`src/rtl/pipelined_addsub.sv`:
```
// Pipelined adder/subtractor with optional signed saturation.
// The WIDTH-bit operation is split into STAGES = WIDTH/CHUNK ripple stages.
// Each stage adds one CHUNK and registers its carry for the next stage.
// A single global enable stalls the whole pipe whenever the output is
// held. The result therefore appears exactly STAGES enabled cycles after
// input acceptance.
//
// Ports:
//   clk, rst_n          clock, asynchronous active-low reset
//   in_valid/in_ready   input beat handshake (in_ready = pipeline enable)
//   a, b                operands
//   sub                 1 = a-b, 0 = a+b (sampled per beat)
//   sat                 1 = signed saturating result (sampled per beat)
//   out_valid/out_ready result beat handshake
//   sum                 result (saturated when sat=1 and overflow)
//   cout                unsigned carry out of MSB (sub: 1 = no borrow)
//   ovf                 signed overflow of the unsaturated result
module pipelined_addsub #(
  parameter int unsigned WIDTH = 32,
  parameter int unsigned CHUNK = 16
) (
  input  logic             clk,
  input  logic             rst_n,
  input  logic             in_valid,
  output logic             in_ready,
  input  logic [WIDTH-1:0] a,
  input  logic [WIDTH-1:0] b,
  input  logic             sub,
  input  logic             sat,
  output logic             out_valid,
  input  logic             out_ready,
  output logic [WIDTH-1:0] sum,
  output logic             cout,
  output logic             ovf
);

  localparam int unsigned STAGES = WIDTH / CHUNK;
  localparam int unsigned LAST   = STAGES - 1;
  localparam int unsigned MSB    = WIDTH - 1;
  // Inter-stage register count; at least one entry so the arrays stay legal.
  localparam int unsigned PIPE   = (STAGES > 1) ? STAGES - 1 : 1;

  logic en;

  // Inter-stage registers: entry k holds the output of stage k.
  logic             vld_q [PIPE];
  logic             cry_q [PIPE];
  logic             sat_q [PIPE];
  logic [WIDTH-1:0] a_q   [PIPE];
  logic [WIDTH-1:0] bx_q  [PIPE];
  logic [WIDTH-1:0] raw_q [PIPE];

  // Stage inputs: entry 0 comes from the ports, entry k from register k-1.
  logic             si_v   [STAGES];
  logic             si_c   [STAGES];
  logic             si_sat [STAGES];
  logic [WIDTH-1:0] si_a   [STAGES];
  logic [WIDTH-1:0] si_bx  [STAGES];
  logic [WIDTH-1:0] si_raw [STAGES];

  // Per-stage chunk sum with carry, and partial result with this chunk merged.
  logic [CHUNK:0]   cs     [STAGES];
  logic [WIDTH-1:0] raw_n  [STAGES];

  // Output registers.
  logic             out_valid_q;
  logic [WIDTH-1:0] sum_q;
  logic             cout_q;
  logic             ovf_q;

  // Final-stage combinational results.
  logic [WIDTH-1:0] raw_fin;
  logic             a_msb;
  logic             bx_msb;
  logic             ovf_d;
  logic [WIDTH-1:0] sum_d;

  // Global stall: everything advances only when the output slot can move.
  assign en       = !out_valid_q || out_ready;
  assign in_ready = en;

  // Subtraction is a + ~b + 1; the +1 enters as carry-in of chunk 0.
  assign si_v[0]   = in_valid;
  assign si_c[0]   = sub;
  assign si_sat[0] = sat;
  assign si_a[0]   = a;
  assign si_bx[0]  = b ^ {WIDTH{sub}};
  assign si_raw[0] = '0;

  for (genvar k = 1; k < STAGES; k++) begin : g_link
    assign si_v[k]   = vld_q[k-1];
    assign si_c[k]   = cry_q[k-1];
    assign si_sat[k] = sat_q[k-1];
    assign si_a[k]   = a_q[k-1];
    assign si_bx[k]  = bx_q[k-1];
    assign si_raw[k] = raw_q[k-1];
  end

  for (genvar k = 0; k < STAGES; k++) begin : g_stage
    localparam int unsigned LSB = k * CHUNK;

    // Chunk k add using the carry from the previous stage.
    assign cs[k] = {1'b0, si_a[k][LSB +: CHUNK]}
                 + {1'b0, si_bx[k][LSB +: CHUNK]}
                 + (CHUNK+1)'(si_c[k]);

    // Merge this chunk into the partial result; lower chunks are already final.
    assign raw_n[k] = (si_raw[k] & ~(WIDTH'({CHUNK{1'b1}}) << LSB))
                    | (WIDTH'(cs[k][CHUNK-1:0]) << LSB);

    if (k < LAST) begin : g_reg
      // Operands travel whole so later chunks stay aligned with their beat.
      always_ff @(posedge clk or negedge rst_n) begin
        if (!rst_n) begin
          vld_q[k] <= 1'b0;
          cry_q[k] <= 1'b0;
          sat_q[k] <= 1'b0;
          a_q[k]   <= '0;
          bx_q[k]  <= '0;
          raw_q[k] <= '0;
        end else if (en) begin
          vld_q[k] <= si_v[k];
          cry_q[k] <= cs[k][CHUNK];
          sat_q[k] <= si_sat[k];
          a_q[k]   <= si_a[k];
          bx_q[k]  <= si_bx[k];
          raw_q[k] <= raw_n[k];
        end
      end
    end
  end

  // Overflow: operands of equal sign produce a result of the other sign.
  assign raw_fin = raw_n[LAST];
  assign a_msb   = si_a[LAST][MSB];
  assign bx_msb  = si_bx[LAST][MSB];
  assign ovf_d   = (a_msb == bx_msb) && (raw_fin[MSB] != a_msb);

  // Saturate toward the sign of a, which is the sign of the true result.
  always_comb begin
    sum_d = raw_fin;
    if (si_sat[LAST] && ovf_d) begin
      sum_d = a_msb ? {1'b1, {(WIDTH-1){1'b0}}} : {1'b0, {(WIDTH-1){1'b1}}};
    end
  end

  // Last stage writes straight into the output registers.
  always_ff @(posedge clk or negedge rst_n) begin
    if (!rst_n) begin
      out_valid_q <= 1'b0;
      sum_q       <= '0;
      cout_q      <= 1'b0;
      ovf_q       <= 1'b0;
    end else if (en) begin
      out_valid_q <= si_v[LAST];
      sum_q       <= sum_d;
      cout_q      <= cs[LAST][CHUNK];
      ovf_q       <= ovf_d;
    end
  end

  assign out_valid = out_valid_q;
  assign sum       = sum_q;
  assign cout      = cout_q;
  assign ovf       = ovf_q;

endmodule
```
`config.mk`:
```
export PLATFORM = sky130hd
export DESIGN_NAME = pipelined_addsub
export DESIGN_NICKNAME = d
export VERILOG_FILES = /design/src/rtl/pipelined_addsub.sv
export SDC_FILE = /design/constraint.sdc
export NUM_CORES = 1
export LEC_CHECK = 0
export ABC_CLOCK_PERIOD_IN_PS = 3200
export BUFFER_PORTS_ARGS = -buffer_cell sky130_fd_sc_hd__buf_2
export CORE_MARGIN = 2
export CORE_UTILIZATION = 40
export CTS_CLUSTER_SIZE = 20
export DETAILED_ROUTE_END_ITERATION = 10
export PLACE_DENSITY_LB_ADDON = 0.25
export SLEW_MARGIN = 10
export SYNTH_ARGS = -nofsm -noshare
export SYNTH_HDL_FRONTEND = slang
export SYNTH_SLANG_ARGS = --single-unit
```
`constraint.sdc`:
```
create_clock -name clk -period 3.2 [get_ports clk]
set_input_delay 0.64 -clock clk [delete_from_list [all_inputs] [get_ports clk]]
set_output_delay 0.64 -clock clk [all_outputs]
set_load 0.02 [all_outputs]
```
==> out/results.txt, run 1 <==
Layout Cell Area excl Fill: 6197 um2
Achievable Freq: 353.2 MHz
Min-Delay Path Class: in -> async
Final hold viol count: 0
DRC viols: 0
Placed Cells: 838
Mapped cell area: 5141 um2
P per Cell Area: 736.6 nW/um2
Post-CTS setup buffer count: 0
Row count: 41
DRT Wirelength: 11.91 mm
Critical Path Stages: 10
Ys async rst share: 100.0%
Slew @ Worst Pin: 767.0 ps
Slew margin rel.: 48.87%
Total Die Area: 13780 um2
Initial drt markers: 227
CP max FO: 4
Number of flops mapped to enable cells by yosys: 0
Routability-driven placement congestion ratio: 0.8304
Commonest non-fill, non-tap cell in the layout: nand2_1
Predominant post-synthesis flop cell: dfrtp_1
Setup crit end kind: flop
Fill cells: 1221
Initial antenna violation count: 0
Diodes inserted: 0
Final slew viol count: 0
Commonest cells after routing, fill and taps aside: nand2_1, buf_2, dfrtp_1
Layout area overhead: 20.54%
Clock Skew: 5.767 ps
Synth warnings: 0
CP Cell Sequence: buf_2 > mux2_2 > fa_1 > a21oi_1 > o21ai_0 > a21o_1 > o311ai_2 > nand2_1 > a41o_1 > o41a_1
CTS resizes: 0
# IOs: 106
Setup slack, reg-to-reg: 440 ps
Worst r2r src: cry_q$_DFFE_PN0P_
Setup TNS: 0 ps
Critical Path Slowest Stage Cell: fa_1
Die height: 117.4 um
FF-to-FF path depth: 9
Max Cap Viol: 0
Final Instance Count excl. Fillers: 854
Yosys cell types: 60
Detail Route Antenna Nets: 0
M1 WL: 6.027 mm
WS Path Type: in -> reg
Syn Area/Cell: 8.910 um2
Die X-Extent: 117.4 um
CP required: 3420 ps
Net Count, Synth: 680
Sink Count: 86
Clock-pin slew on the worst setup and hold paths: 60 ps
Detail Route met3 WL: 461 um
Vias in the first global route: 4248
TritonCTS Buffers: 9
CTS tree: yes
Status: finished, final reports clean
Nets: 780
Post-synthesis sequential area ratio: 41.86%
Clock buffer depth: 2
Hold-fix buffers at CTS: 0
Crit-path max cell delay: 420 ps
Initial DRT Pass Iterations: 4
Endpoints failing setup: 0
Synth top area cells: dfrtp_1, nand2_1, ha_1, xnor2_1, a21oi_1
Grt total ovfl: 0
Area of the multi-input gates: 2839 um2
Synth top area share: 41.86%
Register Area: 2152 um2
First-pass GRT wire length: 20.55 mm
Critical path buffer and inverter count: 1
RSZ-0062 raised after global routing: no
Cell area after placement: 5863 um2
Worst VDD drop: 0.3320 mV
Crit-path leading delay family: compound AO/OA/AOI/OAI gates
Yosys top cell by area: dfrtp_1
H-tree levels: 3
Seq cells post-synth: 86
Syn Inst Count: 577
Worst setup SP type: primary input
Layout cells sized above 1: 21.70%
Skew-Pair Late Insertion Delay: 340 ps
IO Port Bufs: 105
Worst reg2reg endpoint: sum[8]$_DFFE_PN0P_
Post-DP HPWL: 8.803 mm
Met2 WL post-DR: 5.189 mm
Largest net degree at the start of global routing: 84
Gr usage total: 18.11%
Core Area: 12570 um2
Min Tclk post-route: 2831 ps
Initial core utilization: 40.91%
Wirelength per Cell: 13.95 um
Via density: 5.008
P_leak: 2.976 nW
Vias: 4277
Top layer in use: met4
Worst EP arrival: 3050 ps
Root Driver: clkbuf_16
Tcrit/Tclk final: 88.47%
Total Power: 4.565 mW
kinds of logic after synthesis:
kind of cell	after synthesis	synth area share [%]
and+or+nand+nor	210	17.11
AOI/OAI and AO/OA	153	19.35
DFF	86	41.86
xor gates and xnor gates	56	9.540
buffers and inverters	36	3.066
adders and majority gates	33	8.469
muxes	3	0.6084
metal layers:
layer / track usage (%) / up-vias
met1: 26.16 / 2004
met3: 3.551 / 16
met4: 7.154 / 0
li1: - / 2174
met2: 26.72 / 83
met5: 0 / -
power by group:
| part | switching, mW | total, mW | internal (mW) |
|---|---|---|---|
| combinational | 1.10 | 1.82 | 0.721 |
| sequential | 0.191 | 1.60 | 1.41 |
| clock | 0.419 | 1.15 | 0.731 |
| total | 1.71 | 4.56 | 2.86 |
synthesized netlist by cell type (3+ instances only):
| cell type | number |
|---|---|
| fa_1 | 3 |
| clkbuf_1 | 17 |
| o21a_1 | 4 |
| nand2b_1 | 5 |
| buf_1 | 4 |
| o21ai_0 | 43 |
| inv_1 | 8 |
| a21oi_1 | 52 |
| nor2b_1 | 7 |
| buf_2 | 3 |
| a21o_1 | 13 |
| o21bai_1 | 5 |
| nand3_1 | 3 |
| dfrtp_1 | 86 |
| a211oi_1 | 4 |
| xor2_1 | 21 |
| xnor2_1 | 35 |
| o21ba_2 | 3 |
| nor2_1 | 54 |
| nand2_1 | 123 |
| nor3_1 | 5 |
| a31oi_1 | 3 |
| ha_1 | 30 |
flip-flops by register name (all words and copies together) (netlist names):
signal	cells
out_valid	1
a_q	16
raw_q	16
sum	32
cry_q	1
bx_q	16
vld_q	1
cout	1
sat_q	1
ovf	1
metrics by stage:
step | hold slack, ps | setup WS (ps) | utilization (%)
floorplan | 344.4 | 18.54 | -
global placement | 447.2 | 69.27 | 46.65
detailed placement | 457.7 | 57.55 | 46.65
CTS | 273.9 | 382.9 | 49.31
global route | 298.2 | 189.7 | 49.31
finish | 263.7 | 369.1 | 49.31
worst max path at each step:
| stage | start | endpoint |
|---|---|---|
| after global placement | b[0] | cry_q$_DFFE_PN0P_ |
| after CTS | cry_q$_DFFE_PN0P_ | sum[1]$_DFFE_PN0P_ |
| final | b[0] | cry_q$_DFFE_PN0P_ |
| after global routing | cry_q$_DFFE_PN0P_ | sum[1]$_DFFE_PN0P_ |
| after detailed placement | b[0] | cry_q$_DFFE_PN0P_ |
| after floorplan | sub | cry_q$_DFFE_PN0P_ |
layout make-up:
cell class / count / area share (%)
timing repair buffer: 116 / 10.05
clock inverter: 4 / 1.252
multi-input combinational: 455 / 45.81
sequential: 86 / 34.73
clock buffer: 12 / 4.139
inverter: 9 / 0.5451
tap: 172 / 3.473
(Power assumes the default switching activity.)
==> run 2, diff against run 1 <==
MAX_ROUTING_LAYER = met4   (was default)
==> run 2 against run 1 <==
Compared with the run above:
- non-clock buffer count up 1
- worst hold slack better by 2.8 ps
- cell area down 0.32%
- global-route usage up 0.19 points
- critical path type unchanged
- largest power group unchanged
==> out/results.txt, run 2 (synthesized netlist as in run 1, its figures left out) <==
Status: finished, final reports clean
DRT Wirelength: 11.99 mm
Die X-Extent: 117.4 um
Combinational power share: 40.2%
P_leak: 2.970 nW
Worst setup SP type: primary input
Nets: 781
Worst VDD drop: 0.2813 mV
Final slew viol count: 0
Switching Share: 37.97%
P per Cell Area: 729.9 nW/um2
Int Power: 2.797 mW
Grt total ovfl: 0
CTS tree: yes
Tcrit/Tclk final: 90.32%
Min Tclk post-route: 2890 ps
Initial DRT Pass Iterations: 4
DRC viols: 0
Diodes inserted: 0
Row count: 41
IO Port Bufs: 105
Layout area overhead: 20.15%
# IOs: 106
Endpoints failing setup: 0
H-tree levels: 3
Vias: 4292
Initial antenna violation count: 0
Clock Skew: 9.358 ps
Clock buffer depth: 2
Largest net degree at the start of global routing: 84
Wirelength per Cell: 14.03 um
Fill cells: 1215
Worst r2r src: cry_q$_DFFE_PN0P_
Initial core utilization: 40.91%
Final core occ: 49.15%
Register Area: 2152 um2
Min-Delay Path Class: in -> async
Post-DP HPWL: 8.918 mm
P_sw: 1.712 mW
WS Path Type: in -> reg
Vias in the first global route: 4167
Total Die Area: 13780 um2
Final hold viol count: 0
Slew margin rel.: 50.30%
Setup TNS: 0 ps
Max Cap Viol: 0
Skew-Pair Late Insertion Delay: 340 ps
Core Area: 12570 um2
Sink Count: 86
CP max FO: 4
Die height: 117.4 um
Root Driver: clkbuf_16
Largest register FFs: 32
First-pass GRT wire length: 20.26 mm
Setup crit end kind: flop
CP startpoint: b[0]
Commonest cells after routing, fill and taps aside: nand2_1, buf_2, dfrtp_1
TritonCTS Buffers: 9
Clock-pin slew on the worst setup and hold paths: 60 ps
RSZ-0062 raised after global routing: no
Initial drt markers: 316
Hold-fix buffers at CTS: 0
Post-CTS setup buffer count: 0
Clk pwr share: 24.2%
Slew @ Worst Pin: 745.5 ps
Layout cells sized above 1: 21.96%
Gr usage total: 18.30%
CTS resizes: 0
Detail Route Antenna Nets: 0
Area of the multi-input gates: 2839 um2
Commonest non-fill, non-tap cell in the layout: nand2_1
Sequential Power Share: 35.6%
Via density: 5.020
Routability-driven placement congestion ratio: 0.8372
CP required: 3420 ps
Dpl ws: 31.12 ps
Crit path setup slack, layout: 309.6 ps
Achievable Freq: 346.0 MHz
Worst EP arrival: 3110 ps
## run 2: changes by cell type in the layout (fill, tap and decap cells not counted), sizes merged
cell / previous run / this run
buf: 116 / 117
bufinv: 2 / 1
clkinv: 1 / 2
## run 2: path summary, 6_finish.rpt
kind,to,slack [ps],depth (start not counted)
min,bx_q[28]$_DFFE_PN0P_,270,1
max,raw_q[14]$_DFFE_PN0P_,310,10
min reg2reg,raw_q[1]$_DFFE_PN0P_,470,2
max in group asynchronous,a_q[30]$_DFFE_PN0P_,2210,2
min in group clk,raw_q[1]$_DFFE_PN0P_,470,2
max reg2reg,sum[14]$_DFFE_PN0P_,390,9
## run 2: layout make-up
| cell class | count | area share [%] |
|---|---|---|
| clock buffer | 12 | 4.314 |
| clock inverter | 4 | 0.8507 |
| inverter | 9 | 0.5469 |
| multi-input combinational | 455 | 45.96 |
| sequential | 86 | 34.84 |
| tap | 172 | 3.484 |
| timing repair buffer | 117 | 10.01 |
## run 2: per-stage QoR
| stage | hold slack [ps] | instance area [um2] | cells | power (mW) |
|---|---|---|---|---|
| 3_5_place_dp | 455.4 | 5858 | 839 | 3.438 |
| 2_1_floorplan | 344.4 | 5142 | 577 | 2.871 |
| 6_report | 266.5 | 6177 | 855 | 4.509 |
| 4_1_cts | 277.4 | 6177 | 855 | 4.551 |
| 5_1_grt | 302.0 | 6177 | 855 | 4.839 |
| 3_3_place_gp | 448.4 | 5858 | 839 | 3.396 |
## run 2: critical path: stages
cell and delay [ps]:
buf_2 100, mux2_2 380, fa_1 410, a21oi_1 200
o21ai_0 140, a21o_1 250, o311ai_2 270, nand2_1 120
a41o_1 260, a221oi_1 340
## run 2: power by group through the flow
stage                     Sequential (mW)  Combinational, mW  Clock, mW
final                                1.60               1.81       1.09
after global routing                 1.65               2.01       1.17
after CTS                            1.61               1.83       1.12
after detailed placement             1.62               1.81          0
after global placement               1.61               1.78          0
after floorplan                      1.81               1.06          0
## run 2: routing by layer
metal | wire length, um | global-route usage, % | share of wire [%] | vias up
li1 | - | - | - | 2172
met1 | 6026 | 25.70 | 50 | 2023
met2 | 5333 | 27.08 | 44 | 87
met3 | 476 | 3.064 | 4.0 | 10
met4 | 156 | 5.873 | 1.3 | 0
met5 | 0 | - | 0 | -
==> run 3, diff against run 2 <==
BUFFER_PORTS_ARGS = default   (was -buffer_cell sky130_fd_sc_hd__buf_2)
CTS_CLUSTER_DIAMETER = 120   (was default)
DONT_BUFFER_PORTS = 1   (was default)
SLEW_MARGIN = 20   (was 10)
==> run 3 against run 2 <==
Compared with the run above:
- sequential cell count unchanged
- non-clock buffer count down 109
- power down 3.1%
- via count down 9.9%
- cell area down 8.4%
- sequential share of layout area up 3.2 points
- final cell count down 13%
- largest cell class unchanged
- largest power group is now registers
==> out/results.txt, run 3 (synthesized netlist as in run 1, its figures left out) <==
Status: finished, final reports clean
# IOs: 106
Max Cap Viol: 0
DRC viols: 0
Crit path setup slack, layout: 386.7 ps
Largest register FFs: 32
Via density: 5.182
Setup slack, reg-to-reg: 510 ps
Layout cells sized above 1: 6.969%
Die height: 117.4 um
Initial core utilization: 40.91%
Clock Skew: 4.689 ps
Grt total ovfl: 0
Setup TNS: 0 ps
Min-Delay Path Class: in -> async
Wirelength per Cell: 16.07 um
Vias in the first global route: 3805
Initial antenna violation count: 0
CP max FO: 4
Slew margin rel.: 49.17%
Clock-pin slew on the worst setup and hold paths: 60 ps
Initial drt markers: 274
CP required: 3420 ps
Worst EP arrival: 3040 ps
Cell area after placement: 5293 um2
WHS: 199.3 ps
Total Die Area: 13780 um2
M1 GR Usage: 25.83%
Worst VDD drop: 0.3120 mV
P_leak: 2.554 nW
WS Path Type: in -> reg
Gr usage total: 18.45%
Routability-driven placement congestion ratio: 0.8721
Post-CTS setup buffer count: 0
Largest net degree at the start of global routing: 87
Final slew viol count: 0
CP startpoint: b[0]
Setup crit end kind: flop
Diodes inserted: 0
Commonest non-fill, non-tap cell in the layout: nand2_1
First-pass GRT wire length: 19.74 mm
Layout area overhead: 10.00%
Core Area: 12570 um2
Vias: 3866
Register Area: 2152 um2
Slew @ Worst Pin: 762.5 ps
Endpoints failing setup: 0
Row count: 41
Total Power: 4.367 mW
Sink Count: 86
Worst setup SP type: primary input
Achievable Freq: 355.5 MHz
Worst r2r src: cry_q$_DFFE_PN0P_
Top Usage Layer GRT: met1
Commonest cells after routing, fill and taps aside: nand2_1, dfrtp_1, nor2_1
CTS tree: yes
Area of the multi-input gates: 2839 um2
Min Tclk post-route: 2813 ps
Die X-Extent: 117.4 um
Tcrit/Tclk final: 87.92%
P per Cell Area: 772.2 nW/um2
Final hold viol count: 0
Worst reg2reg endpoint: sum[30]$_DFFE_PN0P_
Post-DP HPWL: 8.546 mm
Nets: 672
TritonCTS Buffers: 9
DRT Wirelength: 11.99 mm
IO Port Bufs: 0
Met2 usage: 25.29%
Layout Cell Area excl Fill: 5655 um2
Dpl ws: 68.48 ps
Root Driver: clkbuf_16
GR Util met3: 4.572%
Fill cells: 1248
FF-to-FF path depth: 9
Initial DRT Pass Iterations: 5
Skew-Pair Late Insertion Delay: 340 ps
H-tree levels: 3
Clock buffer depth: 2
Detail Route Antenna Nets: 0
RSZ-0062 raised after global routing: no
==> run 3: report_power, final <==
part / switching [mW] / internal, mW
clock: 0.420 / 0.747
sequential: 0.484 / 1.41
combinational: 0.750 / 0.560
==> run 3: worst max-delay path by stage <==
stage,end
after global routing,cry_q$_DFFE_PN0P_
after detailed placement,cry_q$_DFFE_PN0P_
after global placement,cry_q$_DFFE_PN0P_
after CTS,cry_q$_DFFE_PN0P_
after floorplan,cry_q$_DFFE_PN0P_
final,cry_q$_DFFE_PN0P_
==> run 3: area by class of cell <==
type / instances / share of cell area, %
multi-input cells: 455 / 50.20
inverters: 9 / 0.5973
flip-flops and latches: 86 / 38.05
well taps: 172 / 3.805
clock inverters: 3 / 1.150
clock buffers: 13 / 4.779
repair buffers: 8 / 1.416
==> run 3: worst max-delay path, stage by stage <==
cell and delay, ps:
mux2_2 360, fa_1 410, a21oi_1 200, o21ai_0 150
a21o_1 260, o311ai_2 310, nand2_1 130, a41o_1 270
o41a_1 310
==> run 3: timing repair <==
action,in CTS,in global routing
gates resized for setup,0,0
hold endpoints to repair,86,0
hold buffers,1,0
==> run 3: stage by stage <==
step                      util, %  std cells
after floorplan                 -        577
after global placement      42.11        729
after detailed placement    42.11        729
after CTS                   45.00        746
after global routing        45.00        746
final                       45.00        746
==> run 3: layer usage <==
| metal | wire length [um] | vias to the layer above | share of wire, % |
|---|---|---|---|
| met5 | 0 | - | 0 |
| met1 | 5889 | 1811 | 49 |
| met3 | 727 | 18 | 6.1 |
| met4 | 268 | 0 | 2.2 |
| li1 | - | 1948 | - |
| met2 | 5105 | 89 | 43 |
